### config.mk
export PLATFORM = sky130hd
export DESIGN_NAME = io_bus_bridge
export DESIGN_NICKNAME = d
export VERILOG_FILES = /design/src/rtl/io_bus_pkg.sv /design/src/rtl/io_lane_align.sv /design/src/rtl/io_bus_bridge.sv
export SDC_FILE = /design/constraint.sdc
export NUM_CORES = 1
export LEC_CHECK = 0
export CORE_ASPECT_RATIO = 1.4
export CORE_UTILIZATION = 40
export DETAILED_ROUTE_END_ITERATION = 16
export PLACE_DENSITY = 0.77
export RECOVER_POWER = 100
export SLEW_MARGIN = 30
export SYNTH_ARGS = -nofsm -noshare
export SYNTH_HDL_FRONTEND = slang
export SYNTH_SLANG_ARGS = --single-unit
### constraint.sdc
create_clock -name clk -period 2.43 [get_ports clk]
set_input_delay 0.243 -clock clk [delete_from_list [all_inputs] [get_ports clk]]
set_output_delay 0.243 -clock clk [all_outputs]
set_load 0.01 [all_outputs]
### src/rtl/io_bus_pkg.sv
// Shared types and constants for the I/O bus bridge.
package io_bus_pkg;

  typedef enum logic [1:0] {
    ST_IDLE,
    ST_REQ,
    ST_WAIT,
    ST_DONE
  } state_t;

  localparam logic [2:0] F3_LB  = 3'b000;
  localparam logic [2:0] F3_LH  = 3'b001;
  localparam logic [2:0] F3_LW  = 3'b010;
  localparam logic [2:0] F3_LBU = 3'b100;
  localparam logic [2:0] F3_LHU = 3'b101;
  localparam logic [2:0] F3_SB  = 3'b000;
  localparam logic [2:0] F3_SH  = 3'b001;
  localparam logic [2:0] F3_SW  = 3'b010;

  localparam logic [15:0] IO_BASE_HI_DEF = 16'hFFFF;
  localparam logic [31:0] ERR_RDATA      = 32'h0;

endpackage

### src/rtl/io_lane_align.sv
// Byte-lane steering for stores, load extraction/extension, alignment checks.
module io_lane_align
  import io_bus_pkg::*;
(
  input  logic        is_store,
  input  logic [2:0]  funct3,
  input  logic [1:0]  addr_lo,
  input  logic [31:0] wdata,
  input  logic [31:0] rdata,
  output logic [3:0]  strb,
  output logic [31:0] wdata_lane,
  output logic [31:0] rdata_ext,
  output logic        err
);

  logic [7:0]  byte_sel;
  logic [15:0] half_sel;

  // Lane selection, extension and legality of the size/offset combination.
  always_comb begin
    strb       = '0;
    wdata_lane = wdata;
    rdata_ext  = ERR_RDATA;
    err        = 1'b0;
    byte_sel   = 8'(rdata >> {addr_lo, 3'b000});
    half_sel   = addr_lo[1] ? rdata[31:16] : rdata[15:0];
    if (is_store) begin
      case (funct3)
        F3_SB: begin
          strb       = 4'b0001 << addr_lo;
          wdata_lane = {4{wdata[7:0]}};
        end
        F3_SH: begin
          strb       = addr_lo[1] ? 4'b1100 : 4'b0011;
          wdata_lane = {2{wdata[15:0]}};
          err        = addr_lo[0];
        end
        F3_SW: begin
          strb = 4'b1111;
          err  = |addr_lo;
        end
        default: err = 1'b1;
      endcase
    end else begin
      case (funct3)
        F3_LB:  rdata_ext = {{24{byte_sel[7]}}, byte_sel};
        F3_LBU: rdata_ext = {24'h0, byte_sel};
        F3_LH: begin
          rdata_ext = {{16{half_sel[15]}}, half_sel};
          err       = addr_lo[0];
        end
        F3_LHU: begin
          rdata_ext = {16'h0, half_sel};
          err       = addr_lo[0];
        end
        F3_LW: begin
          rdata_ext = rdata;
          err       = |addr_lo;
        end
        default: err = 1'b1;
      endcase
    end
  end

endmodule

### src/rtl/io_bus_bridge.sv
// Memory-stage bridge from I/O-region loads/stores to a valid/ready bus.
module io_bus_bridge
  import io_bus_pkg::*;
#(
  parameter logic [15:0] IO_BASE_HI     = IO_BASE_HI_DEF,
  parameter int unsigned TIMEOUT_CYCLES = 255,
  parameter int unsigned CNT_W          = 8
) (
  input  logic        clk,
  input  logic        rst,
  input  logic        MemWriteM,
  input  logic        MemReadM,
  input  logic [2:0]  funct3M,
  input  logic [31:0] ALUResultM,
  input  logic [31:0] WriteDataM,
  output logic        IOSelM,
  output logic        StallM,
  output logic [31:0] ReadDataIO,
  output logic        ErrM,
  output logic        err_sticky,
  output logic        bus_valid,
  input  logic        bus_ready,
  output logic        bus_we,
  output logic [31:0] bus_addr,
  output logic [31:0] bus_wdata,
  output logic [3:0]  bus_strb,
  input  logic        bus_rvalid,
  input  logic [31:0] bus_rdata
);

  state_t          state, state_next;
  logic [CNT_W-1:0] cnt;
  logic            err_q;
  logic [2:0]      f3_q;
  logic [1:0]      alo_q;
  logic            timeout_hit;

  logic            ln_store;
  logic [2:0]      ln_f3;
  logic [1:0]      ln_alo;
  logic [3:0]      ln_strb;
  logic [31:0]     ln_wdata;
  logic [31:0]     ln_rdata;
  logic            ln_err;

  assign IOSelM      = (ALUResultM[31:16] == IO_BASE_HI) & (MemWriteM | MemReadM);
  assign StallM      = rst & IOSelM & (state != ST_DONE);
  assign bus_valid   = (state == ST_REQ);
  assign ErrM        = (state == ST_DONE) & err_q;
  assign timeout_hit = (cnt == CNT_W'(TIMEOUT_CYCLES - 1));

  // One aligner serves both directions: live inputs in IDLE for the request
  // and error check, registered size/offset afterwards for load extraction.
  assign ln_store = (state == ST_IDLE) ? MemWriteM        : bus_we;
  assign ln_f3    = (state == ST_IDLE) ? funct3M          : f3_q;
  assign ln_alo   = (state == ST_IDLE) ? ALUResultM[1:0]  : alo_q;

  io_lane_align u_align (
    .is_store   (ln_store),
    .funct3     (ln_f3),
    .addr_lo    (ln_alo),
    .wdata      (WriteDataM),
    .rdata      (bus_rdata),
    .strb       (ln_strb),
    .wdata_lane (ln_wdata),
    .rdata_ext  (ln_rdata),
    .err        (ln_err)
  );

  // Next-state: accept, response wait, timeout abort, one-cycle completion.
  always_comb begin
    state_next = state;
    case (state)
      ST_IDLE: if (IOSelM) state_next = ln_err ? ST_DONE : ST_REQ;
      ST_REQ: begin
        if (bus_ready)        state_next = bus_we ? ST_DONE : ST_WAIT;
        else if (timeout_hit) state_next = ST_DONE;
      end
      ST_WAIT: if (bus_rvalid || timeout_hit) state_next = ST_DONE;
      ST_DONE: state_next = ST_IDLE;
      default: state_next = ST_IDLE;
    endcase
  end

  // State, request registers, timeout counter, load result and error flags.
  always_ff @(posedge clk or negedge rst) begin
    if (!rst) begin
      state      <= ST_IDLE;
      cnt        <= '0;
      err_q      <= 1'b0;
      err_sticky <= 1'b0;
      f3_q       <= '0;
      alo_q      <= '0;
      bus_we     <= 1'b0;
      bus_addr   <= '0;
      bus_wdata  <= '0;
      bus_strb   <= '0;
      ReadDataIO <= '0;
    end else begin
      state <= state_next;
      case (state)
        ST_IDLE: begin
          if (IOSelM) begin
            cnt        <= '0;
            err_q      <= ln_err;
            ReadDataIO <= ERR_RDATA;
            if (!ln_err) begin
              bus_we    <= MemWriteM;
              bus_addr  <= {ALUResultM[31:2], 2'b00};
              bus_wdata <= ln_wdata;
              bus_strb  <= ln_strb;
              f3_q      <= funct3M;
              alo_q     <= ALUResultM[1:0];
            end
          end
        end
        ST_REQ: begin
          cnt <= cnt + 1'b1;
          if (!bus_ready && timeout_hit) err_q <= 1'b1;
        end
        ST_WAIT: begin
          cnt <= cnt + 1'b1;
          if (bus_rvalid)       ReadDataIO <= ln_rdata;
          else if (timeout_hit) err_q      <= 1'b1;
        end
        ST_DONE: err_sticky <= err_sticky | err_q;
        default: ;
      endcase
    end
  end

endmodule

==> Yosys cells after proc, flatten, opt, wreduce, memory -nomap -nowiden <==
Index checks and enable logic that the tools add are counted.
{ "word_totals": {"wordCells": 86, "output_inout_bits": 106, "input_bits": 105, "register_bits": 116} }
{ "classes": {"eq_ne": 17, "n_bitwise": 7, "n_shift": 2, "add_sub_neg": 1, "reduce_logical": 17, "n_mux": 31} }
{ "ops": {"columns": ["operator", "n"], "rows": [
  ["one-hot mux 32 bit (5 select lines)", 1],
  ["two-way mux 32 bit", 4],
  ["one-hot mux 32 bit (2 select lines)", 2],
  ["right shift 32 x 5 -> 8 bit", 1],
  ["== test 16 bit, second input constant", 1],
  ["two-way mux 16 bit", 1],
  ["one-hot mux 8 bit (2 select lines)", 1],
  ["two-way mux 2 bit", 6],
  ["!= test 2 bit, second input constant", 6],
  ["one-hot mux 4 bit (3 select lines)", 1],
  ["one-hot mux 1 bit (3 select lines)", 3],
  ["AND reduction 3 bit", 3],
  ["adder 8 x 1 -> 8 bit, second input constant", 1],
  ["== test 8 bit, second input constant", 1],
  ["two-way mux 4 bit", 2],
  ["two-way mux 8 bit", 1],
  ["one-hot mux 2 bit (4 select lines)", 1],
  ["OR reduction 2 bit", 4],
  ["two-way mux 1 bit", 7],
  ["== test 3 bit, second input constant", 2],
  ["AND reduction 5 bit", 1],
  ["AND 1 bit", 4],
  ["== test 2 bit, second input constant", 2],
  ["nonzero test 2 bit", 2],
  ["16 further kinds", 17]
]} }

==> Logic depth before layout (Yosys ltp) <==
{ "depth": {"ltp_word": 9, "depth_mapped": 12, "ltp_nobuf": 8} }

==> Modules after synthesis <==
Synthesis repeated with hierarchy kept, for this count alone.
{ "hier_totals": {"hier_cells": 628, "hier_area_um2": 6502.5} }
{ "by_module_without_submodules": {"columns": ["module", "instances", "cells_each", "area_per_inst_um2", "seq_area_each_um2"], "rows": [
  ["io_bus_bridge", 1, 443, 5086.1, 2902.8],
  ["io_lane_align", 1, 185, 1416.4, 0.0]
]} }

==> Least setup slack after synthesis <==
OpenSTA, ideal clock, no wires.
{ "synth_path": {"path_kind": "register to register", "from": "register state[0]", "to": "register alo_q[1]", "arrival_ps": 2350, "synth_period_minus_slack_ps": 2474, "stages_incl_launch_ff": 10, "setup_time_ps": 125, "path_buffers": 3, "path_slack_ps": -44, "required_ps": 2305, "path_cell_list": "dfrtp_1 -> inv_1 -> ha_1 -> buf_2 -> buf_2 -> o32a_1 -> o32a_1 -> nor3_4 -> buf_4 -> mux2_2"} }
{ "synth_via": {"elab_chain_cells": 8, "word_cells_on_any_way": 17, "classes_between": "4 x eq/ne; 6 x mux; 1 x bitwise; 6 x reduce/logical"} }
{ "synth_rtl": {"columns": ["element", "line", "rtl"], "rows": [
  ["start: declaration", "io_bus_bridge.sv:31", "state_t state, state_next;"],
  ["start signal: assignment", "io_bus_bridge.sv:100", "state <= state_next;"],
  ["logical NOT 2 bit (*)", null, null],
  ["two-way mux 3 bit", "io_bus_bridge.sv:55", "assign ln_f3 = (state == ST_IDLE) ? funct3M : f3_q;"],
  ["== test 3 x 1 -> 1 bit, or another cell as far along", "io_lane_align.sv:28, io_lane_align.sv:45", null],
  ["OR reduction 2 bit (no line)", null, null],
  ["one-hot mux 1 bit (3 select lines)", "io_lane_align.sv:45", "case (funct3)"],
  ["two-way mux 1 bit", "io_lane_align.sv:27", "if (is_store) begin"],
  ["inverter 1 bit (no line)", null, null],
  ["AND reduction 3 bit (no line) (*)", null, null],
  ["end signal: assignment", "io_bus_bridge.sv:113", "alo_q <= ALUResultM[1:0];"],
  ["end: declaration", "io_bus_bridge.sv:35", "logic [1:0] alo_q;"]
]} }
Every way passes the cells marked *; elsewhere a longest branch is shown, timed or not.
A chain may end at the register's enable or synchronous reset.

==> Worst setup path in the final report <==
{ "layout_path": {"from": "register state[1]", "to": "register bus_wdata[2]"} }
{ "layout_via": {"elab_chain_cells": 8, "word_cells_on_any_way": 18, "classes_between": "4 x eq/ne; 7 x mux; 1 x bitwise; 6 x reduce/logical"} }
{ "layout_rtl": {"columns": ["element", "line", "rtl"], "rows": [
  ["logical NOT 2 bit (*)", null, null],
  ["two-way mux 3 bit", "io_bus_bridge.sv:55", null],
  ["== test 3 x 1 -> 1 bit, or another cell as far along", "io_lane_align.sv:28, io_lane_align.sv:45", null],
  ["OR reduction 2 bit (no line)", null, null],
  ["one-hot mux 1 bit (3 select lines)", "io_lane_align.sv:45", null],
  ["two-way mux 1 bit", "io_lane_align.sv:27", null],
  ["inverter 1 bit (no line)", null, null],
  ["AND reduction 3 bit (no line)", null, null],
  ["end signal: assignment", "io_bus_bridge.sv:110", "bus_wdata <= ln_wdata;"],
  ["end: declaration", "io_bus_bridge.sv:25", "output logic [31:0] bus_wdata,"]
]} }
Marks and branches as above.

==> impl_metrics.py <==
metrics = {
    "outcome": {
        "status": "complete, but fails checks",
        "violations": "max-capacitance violations, max-slew violations, negative setup slack",
    },
    "sta": {
        "fin_ws_ns": -0.0612,
        "tightest_slew_ns": 1.58,
        "finalMaxSlewViolations": 117,
        "final.period_utilization_pct": 103,
        "worst_slew_margin_rel_pct": -5.56,
        "setup_repair_after_global_routing_missed_its_margin": "yes",
        "totalNegativeSetupSlack_ns": -1.01,
        "setup_viol": 34,
        "timing.final.hold_violations": 0,
        "final_worst_path_period_need_ns": 2.49,
        "max_freq_mhz": 401,
        "fin_skew_ns": 0.00817,
    },
    "global_routing": {
        "grt_start_max_net_pins": 117,
        "grt_antenna_before_repair": 0,
        "gr-total-overflow": 0,
        "gr-usage-all-layers_pct": 25.9,
        "grt_first_pass_wirelength_um": 28700,
        "grt_pass1_vias": 5706,
    },
    "floorplanning": {
        "floorplan.die.height_um": 142,
        "core_area_um2": 13500,
        "top_level_ports": 211,
        "dieWidth_um": 102,
        "std_cell_rows": 50,
        "die-area_um2": 14500,
        "floorplan.initialDensity_pct": 41.5,
    },
    "critical_path": {
        "crit_type": "reg -> reg",
        "path_max_fanout": 5,
        "ff2ff_path_depth": 11,
        "cp_capture_type": "flip-flop",
        "worst_ep_required_ns": 2.73,
        "worstSetupStartpointType": "flip-flop",
        "cp.arrival_ns": 2.79,
    },
    "clock_network": {
        "clk_transition_reported_paths_ns": 0.06,
        "cts-root-to-sink-buffers": 2,
        "cts_tree": "built",
        "clock-sinks": 116,
        "clock_insertion_delay_worst_skew_ns": 0.41,
        "numCtsBuffers": 17,
        "htree_num_levels": 4,
        "cts-root-buf": "clkbuf_16",
    },
    "logic_synthesis": {
        "yosys.cell_types.count": 56,
        "syn_inst": 567,
        "postSynthRegisterBits": 116,
        "most_common_flop_cell_mapped_by_yosys": "dfrtp_1",
        "summed_instance_area_of_the_synthesized_netlist_um2": 5610,
        "yosys_warnings": 0,
        "number_of_enable_flip_flop_cells_after_synthesis": 0,
        "yosysSeqAreaShare_pct": 51.7,
        "ys_async_sr_fraction_pct": 100,
        "postSynthAreaPerCell_um2": 9.90,
    },
    "drt": {
        "num_vias": 5514,
        "route.final.wire_length_um": 18000,
        "antenna_violating_nets_post_route": 0,
        "detailedRoute.firstPassIterationCount": 6,
        "detail_route.wl_per_cell_um": 17.5,
        "detail_route.drc_violations": 0,
        "detail_route.vias_per_cell": 5.36,
        "detail_route.iter0.violations": 297,
    },
    "power_and_ir_drop": {
        "peak_supply_drop_mv": 0.658,
        "p_int_uw": 4900,
        "power.combinational.fraction_pct": 39.2,
        "switching_power_uw": 2630,
        "power.share.switching_pct": 34.9,
        "p_clk_share_pct": 31.3,
        "power.density_nw_per_um2": 821,
        "seq_power_share_pct": 29.5,
        "power.leakage_uw": 0.00450,
    },
    "placement": {
        "final_replace_weighted_congestion": 0.874,
        "port_buffers": 208,
        "estimated_wirelength_of_the_detail_placed_design_um": 12900,
    },
    "finish": {
        "final.fill_count": 1078,
        "syn2layout_area_growth_pct": 63.4,
        "antennaDiodeCount": 0,
        "drive_above_1_share_pct": 19.7,
        "design.final.nets": 946,
        "finalCoreUtilization_pct": 67.9,
    },
    "flow_run": {
        "drv_cap": 1,
    },
    "worst_hold_path": {
        "worstHoldPathType": "in -> reg",
        "holdPathStages": 3,
    },
}
[power by group through the flow]
stage	clock network, µW	registers [µW]	logic (µW)
global route	2480	2240	3210
CTS	2390	2220	2830
finish	2360	2220	2950
detailed placement	0	2250	2700
global placement	0	2240	2630
floorplan	0	2270	1510
[critical path, stage by stage (launching register included)]
cell     delay, ns
dfrtp_1       0.35
inv_2         0.06
ha_4          0.16
buf_6         0.13
buf_4         0.14
a21o_1        0.17
o32a_1        0.41
nor3_4        0.26
buf_6         0.16
buf_12        0.10
buf_16        0.11
mux2_2        0.32
[cells in the final DEF, fill, tap and decap left out, types with 18 or more instances in the layout]
cell type and instances:
nand2_1 73, buf_4 48, dfrtp_1 116, a31oi_1 18
a21oi_1 46, dlygate4sd3_1 100, nor2_1 38, clkdlybuf4s50_1 107
mux2_2 31, o21ai_0 42
[sequential cells by signal, indices dropped and copies added (netlist names)]
signal,count
ReadDataIO,32
bus_wdata,32
bus_addr,30
cnt,8
bus_strb,4
f3_q,3
alo_q,2
state,2
bus_we,1
err_q,1
err_sticky,1
[final timing paths]
kind / start / end / slack [ns]
setup / recovery: state[1] / bus_wdata[2] / -0.06
hold / removal: WriteDataM[30] / bus_wdata[30] / 0.39
setup reg to reg: state[1] / bus_wdata[2] / -0.06
hold reg to reg: bus_addr[27] / bus_addr[27] / 0.47
max in group asynchronous: rst / bus_addr[4] / 0.52
min in group asynchronous: rst / err_sticky / 0.90
[logic make-up (layout without fill, tap and decap cells)]
logic type               Yosys count  after routing  share of synthesized area (%)
buffers and inverters             46            325                           3.74
other                              1              2                         0.0668
AO/OA/AOI/OAI                    165            165                           18.0
AND/OR/NAND/NOR                  181            181                           15.2
multiplexers                      50             50                           9.61
XOR/XNOR                           1              1                          0.156
flip-flops                       116            116                           51.7
adder cells (fa/ha/maj)            7              7                           1.56
[routing by layer]
metal  vias to the layer above  share of wire, %  global-route usage, %
met1                      2663                38                   29.6
li1                       2581                 -                      -
met2                       221                52                   45.0
met5                         -                 0                      0
met3                        49               6.5                   6.58
met4                         0               3.1                   11.3
[layout make-up]
cell class              instances  area, µm²  share of cell area (%)
clock inverters                11        105                    1.15
repair buffers                280       2820                    30.7
multi-input cells             406       2630                    28.6
well taps                     182        228                    2.48
flip-flops and latches        116       2900                    31.6
clock buffers                  21        450                    4.91
inverters                      13       48.8                   0.532
[synth_stat cells, types with 2 or more instances]
cell	count	area share, %
a21o_1	4	0.53
a21oi_1	48	4.3
a221oi_1	9	1.4
a22oi_1	8	1.1
a2bb2oi_1	2	0.31
a311oi_1	3	0.47
a31oi_1	18	2.0
a32o_1	2	0.36
and3_1	3	0.33
and4_1	2	0.31
buf_1	4	0.27
buf_2	8	0.71
buf_4	7	0.94
clkbuf_1	13	0.87
dfrtp_1	116	52
ha_1	7	1.6
inv_1	12	0.80
mux2_2	31	6.2
mux2i_1	19	3.4
nand2_1	73	4.9
nand2b_1	6	0.67
nand3_1	10	0.89
nand4_1	7	0.78
nor2_1	40	2.7
nor2b_1	3	0.33
nor3_1	10	0.89
nor3b_1	2	0.27
o211ai_1	2	0.27
o21ai_0	45	4.0
o21ai_1	3	0.27
o221ai_1	2	0.31
o22ai_1	7	0.78
o32a_1	2	0.36
or2_2	17	1.9
[repair_timing]
item | CTS | global route
hold buffers | 1 | 0
hold endpoints to repair | 116 | 0
resized for setup | 21 | 31
pin swaps | 4 | 4
cloned | 2 | 1
setup endpoints to repair | 93 | 88
setup buffers | 10 | 4
[through the flow]
step	power [µW]	std cells	cell area, µm²	hold slack [ns]	setup WS (ns)
detailed placement	4950	979	8240	0.403	-0.191
CTS	7450	1024	9020	0.374	-0.0157
global route	7930	1029	9180	0.403	-0.155
floorplan	3780	568	5650	-0.0526	-0.0179
finish	7530	1029	9180	0.389	-0.0612
global placement	4870	979	8240	0.381	-0.112
Power figures use the tool's default switching activity.
